--- src/rtl/uart_rx_frontend.sv ---
// UART receive front-end: synchronises the rx pad, qualifies start bits, majority-samples
// each bit at mid-period and hands good bytes to the FIFO over a valid/ready handshake.
module uart_rx_frontend #(
    parameter int DATA_BITS   = 8,
    parameter int SYNC_STAGES = 2
) (
    input  logic                 clk,
    input  logic                 rst_n,
    input  logic [31:0]          clk_div,
    input  logic                 rx,
    output logic [DATA_BITS-1:0] o_data,
    output logic                 o_valid,
    input  logic                 i_ready,
    output logic                 o_frame_err,
    output logic                 o_overrun,
    output logic                 o_busy
);

    localparam logic [1:0] ST_IDLE  = 2'd0;
    localparam logic [1:0] ST_START = 2'd1;
    localparam logic [1:0] ST_DATA  = 2'd2;
    localparam logic [1:0] ST_STOP  = 2'd3;

    logic [SYNC_STAGES-1:0] sync_reg;
    logic                   rx_prev_reg;
    logic [1:0]             state_reg, state_next;
    logic [31:0]            cnt_reg, cnt_next;
    logic [31:0]            div_reg, div_next;
    logic [31:0]            bit_idx_reg, bit_idx_next;
    logic [1:0]             samp_reg, samp_next;
    logic [DATA_BITS-1:0]   shift_reg, shift_next;
    logic [DATA_BITS-1:0]   data_reg, data_next;
    logic                   valid_reg, valid_next;
    logic                   ferr_reg, ferr_next;
    logic                   ovr_reg, ovr_next;

    logic        rx_s;
    logic        fall;
    logic        at_decide;
    logic        at_end;
    logic        majority;
    logic [31:0] div_cap;
    logic [31:0] half;

    assign rx_s      = sync_reg[SYNC_STAGES-1];
    assign fall      = ~rx_s & rx_prev_reg;
    assign div_cap   = (clk_div < 32'd4) ? 32'd4 : clk_div;
    assign half      = div_reg >> 1;
    assign at_decide = (cnt_reg == half + 32'd1);
    assign at_end    = (cnt_reg == div_reg - 32'd1);
    // Third vote is the live sample taken in the decision cycle itself.
    assign majority  = (samp_reg[0] & samp_reg[1]) | (samp_reg[0] & rx_s) | (samp_reg[1] & rx_s);

    assign o_data      = data_reg;
    assign o_valid     = valid_reg;
    assign o_frame_err = ferr_reg;
    assign o_overrun   = ovr_reg;
    assign o_busy      = (state_reg != ST_IDLE);

    always_comb begin
        state_next   = state_reg;
        cnt_next     = cnt_reg + 32'd1;
        div_next     = div_reg;
        bit_idx_next = bit_idx_reg;
        samp_next    = samp_reg;
        shift_next   = shift_reg;
        data_next    = data_reg;
        valid_next   = valid_reg & ~i_ready;
        ferr_next    = 1'b0;
        ovr_next     = 1'b0;

        if (cnt_reg == half - 32'd1) begin
            samp_next[0] = rx_s;
        end
        if (cnt_reg == half) begin
            samp_next[1] = rx_s;
        end

        case (state_reg)
            ST_IDLE: begin
                cnt_next = 32'd0;
                if (fall) begin
                    state_next = ST_START;
                    div_next   = div_cap;
                end
            end
            ST_START: begin
                if (at_decide && majority) begin
                    state_next = ST_IDLE;
                    cnt_next   = 32'd0;
                end else if (at_end) begin
                    state_next   = ST_DATA;
                    cnt_next     = 32'd0;
                    bit_idx_next = 32'd0;
                end
            end
            ST_DATA: begin
                if (at_decide) begin
                    shift_next = {majority, shift_reg[DATA_BITS-1:1]};
                end
                if (at_end) begin
                    cnt_next = 32'd0;
                    if (bit_idx_reg == 32'(DATA_BITS - 1)) begin
                        state_next = ST_STOP;
                    end else begin
                        bit_idx_next = bit_idx_reg + 32'd1;
                    end
                end
            end
            default: begin
                if (at_decide) begin
                    cnt_next = 32'd0;
                    if (majority) begin
                        if (!valid_reg || i_ready) begin
                            data_next  = shift_reg;
                            valid_next = 1'b1;
                        end else begin
                            ovr_next = 1'b1;
                        end
                    end else begin
                        ferr_next = 1'b1;
                    end
                    // At the minimum divisor the next start edge lands in this very cycle.
                    if (fall) begin
                        state_next = ST_START;
                        div_next   = div_cap;
                    end else begin
                        state_next = ST_IDLE;
                    end
                end
            end
        endcase
    end

    always_ff @(posedge clk) begin
        if (!rst_n) begin
            sync_reg    <= '1;
            rx_prev_reg <= 1'b1;
            state_reg   <= ST_IDLE;
            cnt_reg     <= 32'd0;
            div_reg     <= 32'd4;
            bit_idx_reg <= 32'd0;
            samp_reg    <= 2'b00;
            shift_reg   <= '0;
            data_reg    <= '0;
            valid_reg   <= 1'b0;
            ferr_reg    <= 1'b0;
            ovr_reg     <= 1'b0;
        end else begin
            sync_reg    <= {sync_reg[SYNC_STAGES-2:0], rx};
            rx_prev_reg <= rx_s;
            state_reg   <= state_next;
            cnt_reg     <= cnt_next;
            div_reg     <= div_next;
            bit_idx_reg <= bit_idx_next;
            samp_reg    <= samp_next;
            shift_reg   <= shift_next;
            data_reg    <= data_next;
            valid_reg   <= valid_next;
            ferr_reg    <= ferr_next;
            ovr_reg     <= ovr_next;
        end
    end

endmodule
--- config.mk ---
export PLATFORM = sky130hd
export DESIGN_NAME = uart_rx_frontend
export DESIGN_NICKNAME = d
export VERILOG_FILES = /design/src/rtl/uart_rx_frontend.sv
export SDC_FILE = /design/constraint.sdc
export NUM_CORES = 1
export LEC_CHECK = 0
export ABC_CLOCK_PERIOD_IN_PS = 4380
export CORE_MARGIN = 2
export CORE_UTILIZATION = 55
export CTS_CLUSTER_DIAMETER = 80
export DETAILED_ROUTE_END_ITERATION = 8
export PLACE_DENSITY_LB_ADDON = 0.12
export SLEW_MARGIN = 10
export SYNTH_ARGS = -nofsm -noshare
export SYNTH_HDL_FRONTEND = slang
export SYNTH_SLANG_ARGS = --single-unit
--- constraint.sdc ---
create_clock -name clk -period 4.38 [get_ports clk]
set_input_delay 0.657 -clock clk [delete_from_list [all_inputs] [get_ports clk]]
set_output_delay 0.657 -clock clk [all_outputs]
set_load 0.1 [all_outputs]
==> results.toml, run 1 <==
[flow_run]
cap_violations = 0

[clocking]
cts_setup_buffers = 0
cts_resized = 0
clockRootBuffer = "clkbuf_16"
clock_latency_ps = 440
cts.sinks = 122
numCtsBuffers = 17
clock_path_buffers = 2
hold_buffers = 0
cts_tree = "built"
htree_levels = 4
clkTransAtPathRegs_ps = 60

[timing]
slew_violations = 0
timing.fmax_mhz = 247
period_share_pct = 92.6
skew_ps = 14.7
finalSetupViolCount = 0
rsz0062_at_grt = "no"
final.setup.tns_ps = 0
tightest_slew_ps = 988
hold_violations = 0
period_minus_slack_ps = 4060
setup_slack_ps = 325
max-slew-margin-rel_pct = 33.9

[synth]
synth_cells = 1101
synth_edf_count = 0
synthesis.area_um2 = 8950
synth_top_area_share_pct = 27.3
post_synth.cell_area_avg_um2 = 8.13
synth.most_common_cell = "dfxtp_1"
synthArstFlopShare_pct = 0
ys_types = 78
ys.flop_type = "dfxtp_1"
synthesis.nets = 1146
yosys-top-cells-count = "dfxtp_1, nor2_1, xnor2_1"
synth_seq_cells = 122
synth_top_area_cell = "dfxtp_1"
yosysWarnings = 0
ys_seq_area_share_pct = 27.3
synth_area_leaders = "dfxtp_1, xnor2_1, xor2_1, mux2i_1, nand4_1"

[floorplan]
core_um2 = 15900
die_y_um = 132
rows = 46
io_pins = 48
start_util_pct = 56.4
chipWidth_um = 132
dieArea_um2 = 17300

[detailed_routing]
drt_first_pass_iters = 5
drt_iter0_markers = 944
vias = 8405
routedWlPerCell_um = 19.2
ant_nets = 0
viasPerCell = 6.18
drc = 0
routed_wl_mm = 26.1

[global_route]
track_usage_pct = 30.7
grt_pass1_vias = 7775
grt_pass1_wl_mm = 42.6
grt_overflow = 0
grt_max_degree = 61
antenna_found_initial = 0

[layout]
areaGrowthSynthToFinish_pct = 14.9
antenna_cells = 0
fin_nets = 1175
drive_above_1_share_pct = 10.1
finalNonFillerCells = 1359

[critical_path]
r2r_slack_ps = 320
r2r_cells = 11
cp_max_fo = 33
critPathTopFamily = "simple AND/OR/NAND/NOR gates"
rr_endpoint = "div_reg[2]$_SDFFE_PN1P_"
cpPeakStageDelay_ps = 600
cp_slowest_cell = "dfxtp_1"
worstSetupEndpointType = "flip-flop"
cp_data_required_time_ps = 4650
crit_chain = "ha_1, nand4_2, or3_1, a2111o_1, a22o_1, nor4_4, nand4_2, a211oi_4, buf_12, nor3b_2, o21ai_1"
crit_path_start_kind = "flip-flop"
worst_path_most_repeated_cell = "nand4_2"
startpoint = "div_reg[2]$_SDFFE_PN1P_"
arrival_ps = 4330
path_class = "reg2reg"
r2r-start = "div_reg[2]$_SDFFE_PN1P_"
crit_buf_inv = 1

[status]
run_status = "finished clean"

[placement]
post-place-cells = 1327
dp_slack_ps = 398
dp_hpwl_mm = 19.2
gp_congestion = 1.01
port_buffers = 47

[power_and_ir_drop]
power.total_mw = 3.51
p_per_area_nw_per_um2 = 341
p_leak_nw = 3.66
ir_worst_vdd_mv = 0.305

[min_path]
whs_path_depth = 1
hold_path_end = "sync_reg[1]$_SDFF_PN1_"
min_path_type = "reg2reg"
hold_start = "sync_reg[0]$_SDFF_PN1_"
per-stage QoR:
step           hold WS (ps)  util (%)  cell area [um2]
6_report                454      64.8            10300
5_1_grt                 478      64.8            10300
4_1_cts                 467      64.8            10300
3_5_place_dp            397      61.0             9690
3_3_place_gp            391      61.0             9690
2_1_floorplan           386         -             8950
logic make-up (layout without fill, tap and decap cells):
group,after synthesis,in the layout,share of synthesized area (%)
simple gates,501,501,33.0
compound gates,172,172,13.2
xor+xnor,145,145,14.2
flops,122,122,27.3
buf+inv,97,139,4.86
mux,55,55,6.16
fa+ha+maj,9,9,1.26
where the power goes:
group          internal, mW  switching, mW
registers              1.14         0.0679
logic                 0.343          0.507
clock network         0.857          0.595
total                  2.34           1.17
worst max path at each step:
| stage | to | slack [ps] | depth (start not counted) |
|---|---|---|---|
| after floorplan | div_reg[10]$_SDFFE_PN0P_ | 840 | 12 |
| after global placement | div_reg[2]$_SDFFE_PN1P_ | 480 | 11 |
| after detailed placement | bit_idx_reg[20]$_SDFFE_PN0P_ | 400 | 13 |
| after CTS | bit_idx_reg[24]$_SDFFE_PN0P_ | 380 | 13 |
| after global routing | bit_idx_reg[24]$_SDFFE_PN0P_ | 80 | 13 |
| final | div_reg[2]$_SDFFE_PN1P_ | 320 | 11 |
cells in the final DEF (no fill, tap or decap), types with 36 or more instances in the layout:
cell type,count
nor4_1,40
nand4_1,50
clkdlybuf4s50_1,46
xnor2_1,74
nor2b_1,49
o21ai_0,36
nor2_1,79
xor2_1,71
a21oi_1,41
nand3_1,54
dfxtp_1,122
mux2i_1,54
nand2_1,60
buf_4,37
cell type report:
class                           instances  area, um2
Multi-Input combinational cell        882       6080
Timing Repair Buffer                   88        823
Clock buffer                           17        425
Tap cell                              216        270
Clock inverter                         15        175
Fill cell                            1420       5600
Sequential cell                       122       2440
Inverter                               19       71.3
per-layer routing:
layer	track usage, %	vias to the layer above	share of wire, %
met2	48.3	285	45
li1	-	4097	-
met3	5.09	57	5.7
met4	10.8	0	3.1
met1	42.4	3966	46
met5	0	-	0
(Power assumes the default switching activity.)
==> inputs of run 2 (changes only) <==
- SLEW_MARGIN: 10 -> 20
==> results of run 2 <==
No change in the layout: final DEF, timing and power equal those of run 1.
==> inputs of run 3 (changes only) <==
- ABC_CLOCK_PERIOD_IN_PS: 4380 -> 4200
- SLEW_MARGIN: 20 -> 40
- clock period: 4.38 -> 4.2 ns (I/O delays scaled with it)
==> results.toml, run 3 (synthesized netlist as in run 1, its figures left out) <==
[status]
run_status = "finished clean"

[timing]
slew_violations = 0
skew_ps = 10.0
max-slew-margin-rel_pct = 50.2
timing.fmax_mhz = 257
final.setup.tns_ps = 0
hold_violations = 0
holdWs_ps = 432
rsz0062_at_grt = "no"
setup_slack_ps = 306
period_share_pct = 92.7
period_minus_slack_ps = 3890
tightest_slew_ps = 742
finalSetupViolCount = 0

[power_and_ir_drop]
p_per_area_nw_per_um2 = 363
ir_worst_vdd_mv = 0.316
p_leak_nw = 3.73

[global_route]
grt_pass1_wl_mm = 42.7
grt_max_degree = 61
antenna_found_initial = 0
track_usage_pct = 30.8
grt_overflow = 0
grt_pass1_vias = 7943

[critical_path]
crit_path_start_kind = "flip-flop"
r2r_cells = 13
r2r-start = "div_reg[1]$_SDFFE_PN0P_"
worst_path_most_repeated_cell = "buf_4"
crit_chain = "inv_1, ha_1, nor4b_2, nand3_1, buf_4, o41a_1, a211o_1, nor4_4, buf_4, nand4_1, buf_4, or3_1, a21oi_1"
worstSetupEndpointType = "flip-flop"
path_class = "reg2reg"
cp_data_required_time_ps = 4560
crit_end = "bit_idx_reg[7]$_SDFFE_PN0P_"
cpPeakStageDelay_ps = 470
r2r_slack_ps = 310
arrival_ps = 4260
rr_endpoint = "bit_idx_reg[7]$_SDFFE_PN0P_"
cp_max_fo = 9
startpoint = "div_reg[1]$_SDFFE_PN0P_"
cp_slowest_cell = "nor4b_2"

[detailed_routing]
drc = 0
vias = 8530
routed_wl_mm = 26.5
drt_iter0_markers = 741
routedWlPerCell_um = 19.4
drt_first_pass_iters = 6
viasPerCell = 6.24
ant_nets = 0

[floorplan]
dieArea_um2 = 17300
chipWidth_um = 132
rows = 46
die_y_um = 132
io_pins = 48
core_um2 = 15900
start_util_pct = 56.4

[placement]
dp_slack_ps = 440
gp_congestion = 1.02
dp_hpwl_mm = 19.8
port_buffers = 47

[layout]
areaGrowthSynthToFinish_pct = 15.1
drive_above_1_share_pct = 11.9
utilization_pct = 64.9
antenna_cells = 0
layout_common_cells = "dfxtp_1, nor2_1, xnor2_1"
fin_nets = 1183
layout_commonest_cell = "dfxtp_1"

[clocking]
clock_latency_ps = 430
hold_buffers = 0
cts.sinks = 122
clock_path_buffers = 2
htree_levels = 4
cts_setup_buffers = 0
cts_resized = 0
clkTransAtPathRegs_ps = 60
numCtsBuffers = 17
clockRootBuffer = "clkbuf_16"
cts_tree = "built"

[flow_run]
cap_violations = 0

[min_path]
whs_path_depth = 1
min_path_type = "reg2reg"
==> run 3: critical path: cells and delay by family (launching register included) <==
family,cells,cell delay [ps]
simple gates,5,1550
flops,1,390
buf+inv,4,760
compound gates,3,900
fa+ha+maj,1,210
==> run 3: worst min-delay path by stage <==
stage / startpoint / to / slack (ps)
3_3_place_gp: sync_reg[0]$_SDFF_PN1_ / sync_reg[1]$_SDFF_PN1_ / 390
2_1_floorplan: sync_reg[0]$_SDFF_PN1_ / sync_reg[1]$_SDFF_PN1_ / 390
5_1_grt: sync_reg[0]$_SDFF_PN1_ / sync_reg[1]$_SDFF_PN1_ / 450
6_report: sync_reg[0]$_SDFF_PN1_ / sync_reg[1]$_SDFF_PN1_ / 430
4_1_cts: sync_reg[0]$_SDFF_PN1_ / sync_reg[1]$_SDFF_PN1_ / 440
3_5_place_dp: sync_reg[0]$_SDFF_PN1_ / sync_reg[1]$_SDFF_PN1_ / 430
==> run 3: metrics by stage <==
| stage | power (mW) | area [um2] | cells |
|---|---|---|---|
| 3_3_place_gp | 2.16 | 9730 | 1335 |
| 2_1_floorplan | 1.87 | 8950 | 1101 |
| 4_1_cts | 3.73 | 10300 | 1367 |
| 6_report | 3.74 | 10300 | 1367 |
| 5_1_grt | 3.88 | 10300 | 1367 |
| 3_5_place_dp | 2.16 | 9680 | 1335 |
==> run 3: area by class of cell <==
cell class | instances | area, um2
Clock buffer | 18 | 439
Clock inverter | 14 | 185
Fill cell | 1408 | 5580
Inverter | 19 | 71.3
Multi-Input combinational cell | 882 | 6090
Sequential cell | 122 | 2440
Tap cell | 216 | 270
Timing Repair Buffer | 96 | 813
==> run 3: report_power, final <==
part / switching, mW / leakage, nW / total (mW) / internal, mW
sequential: 0.0723 / 0.985 / 1.26 / 1.19
clock: 0.617 / 0.302 / 1.58 / 0.966
combinational: 0.533 / 2.44 / 0.900 / 0.367
==> run 3: layer usage <==
metal	up-vias	wire [um]	share of wire [%]	global-route usage, %
met2	278	12200	46	49.9
met4	0	740	2.8	10.6
met3	50	1540	5.8	6.44
met1	4099	12000	45	40.8
met5	-	0	0	0
li1	4103	-	-	-
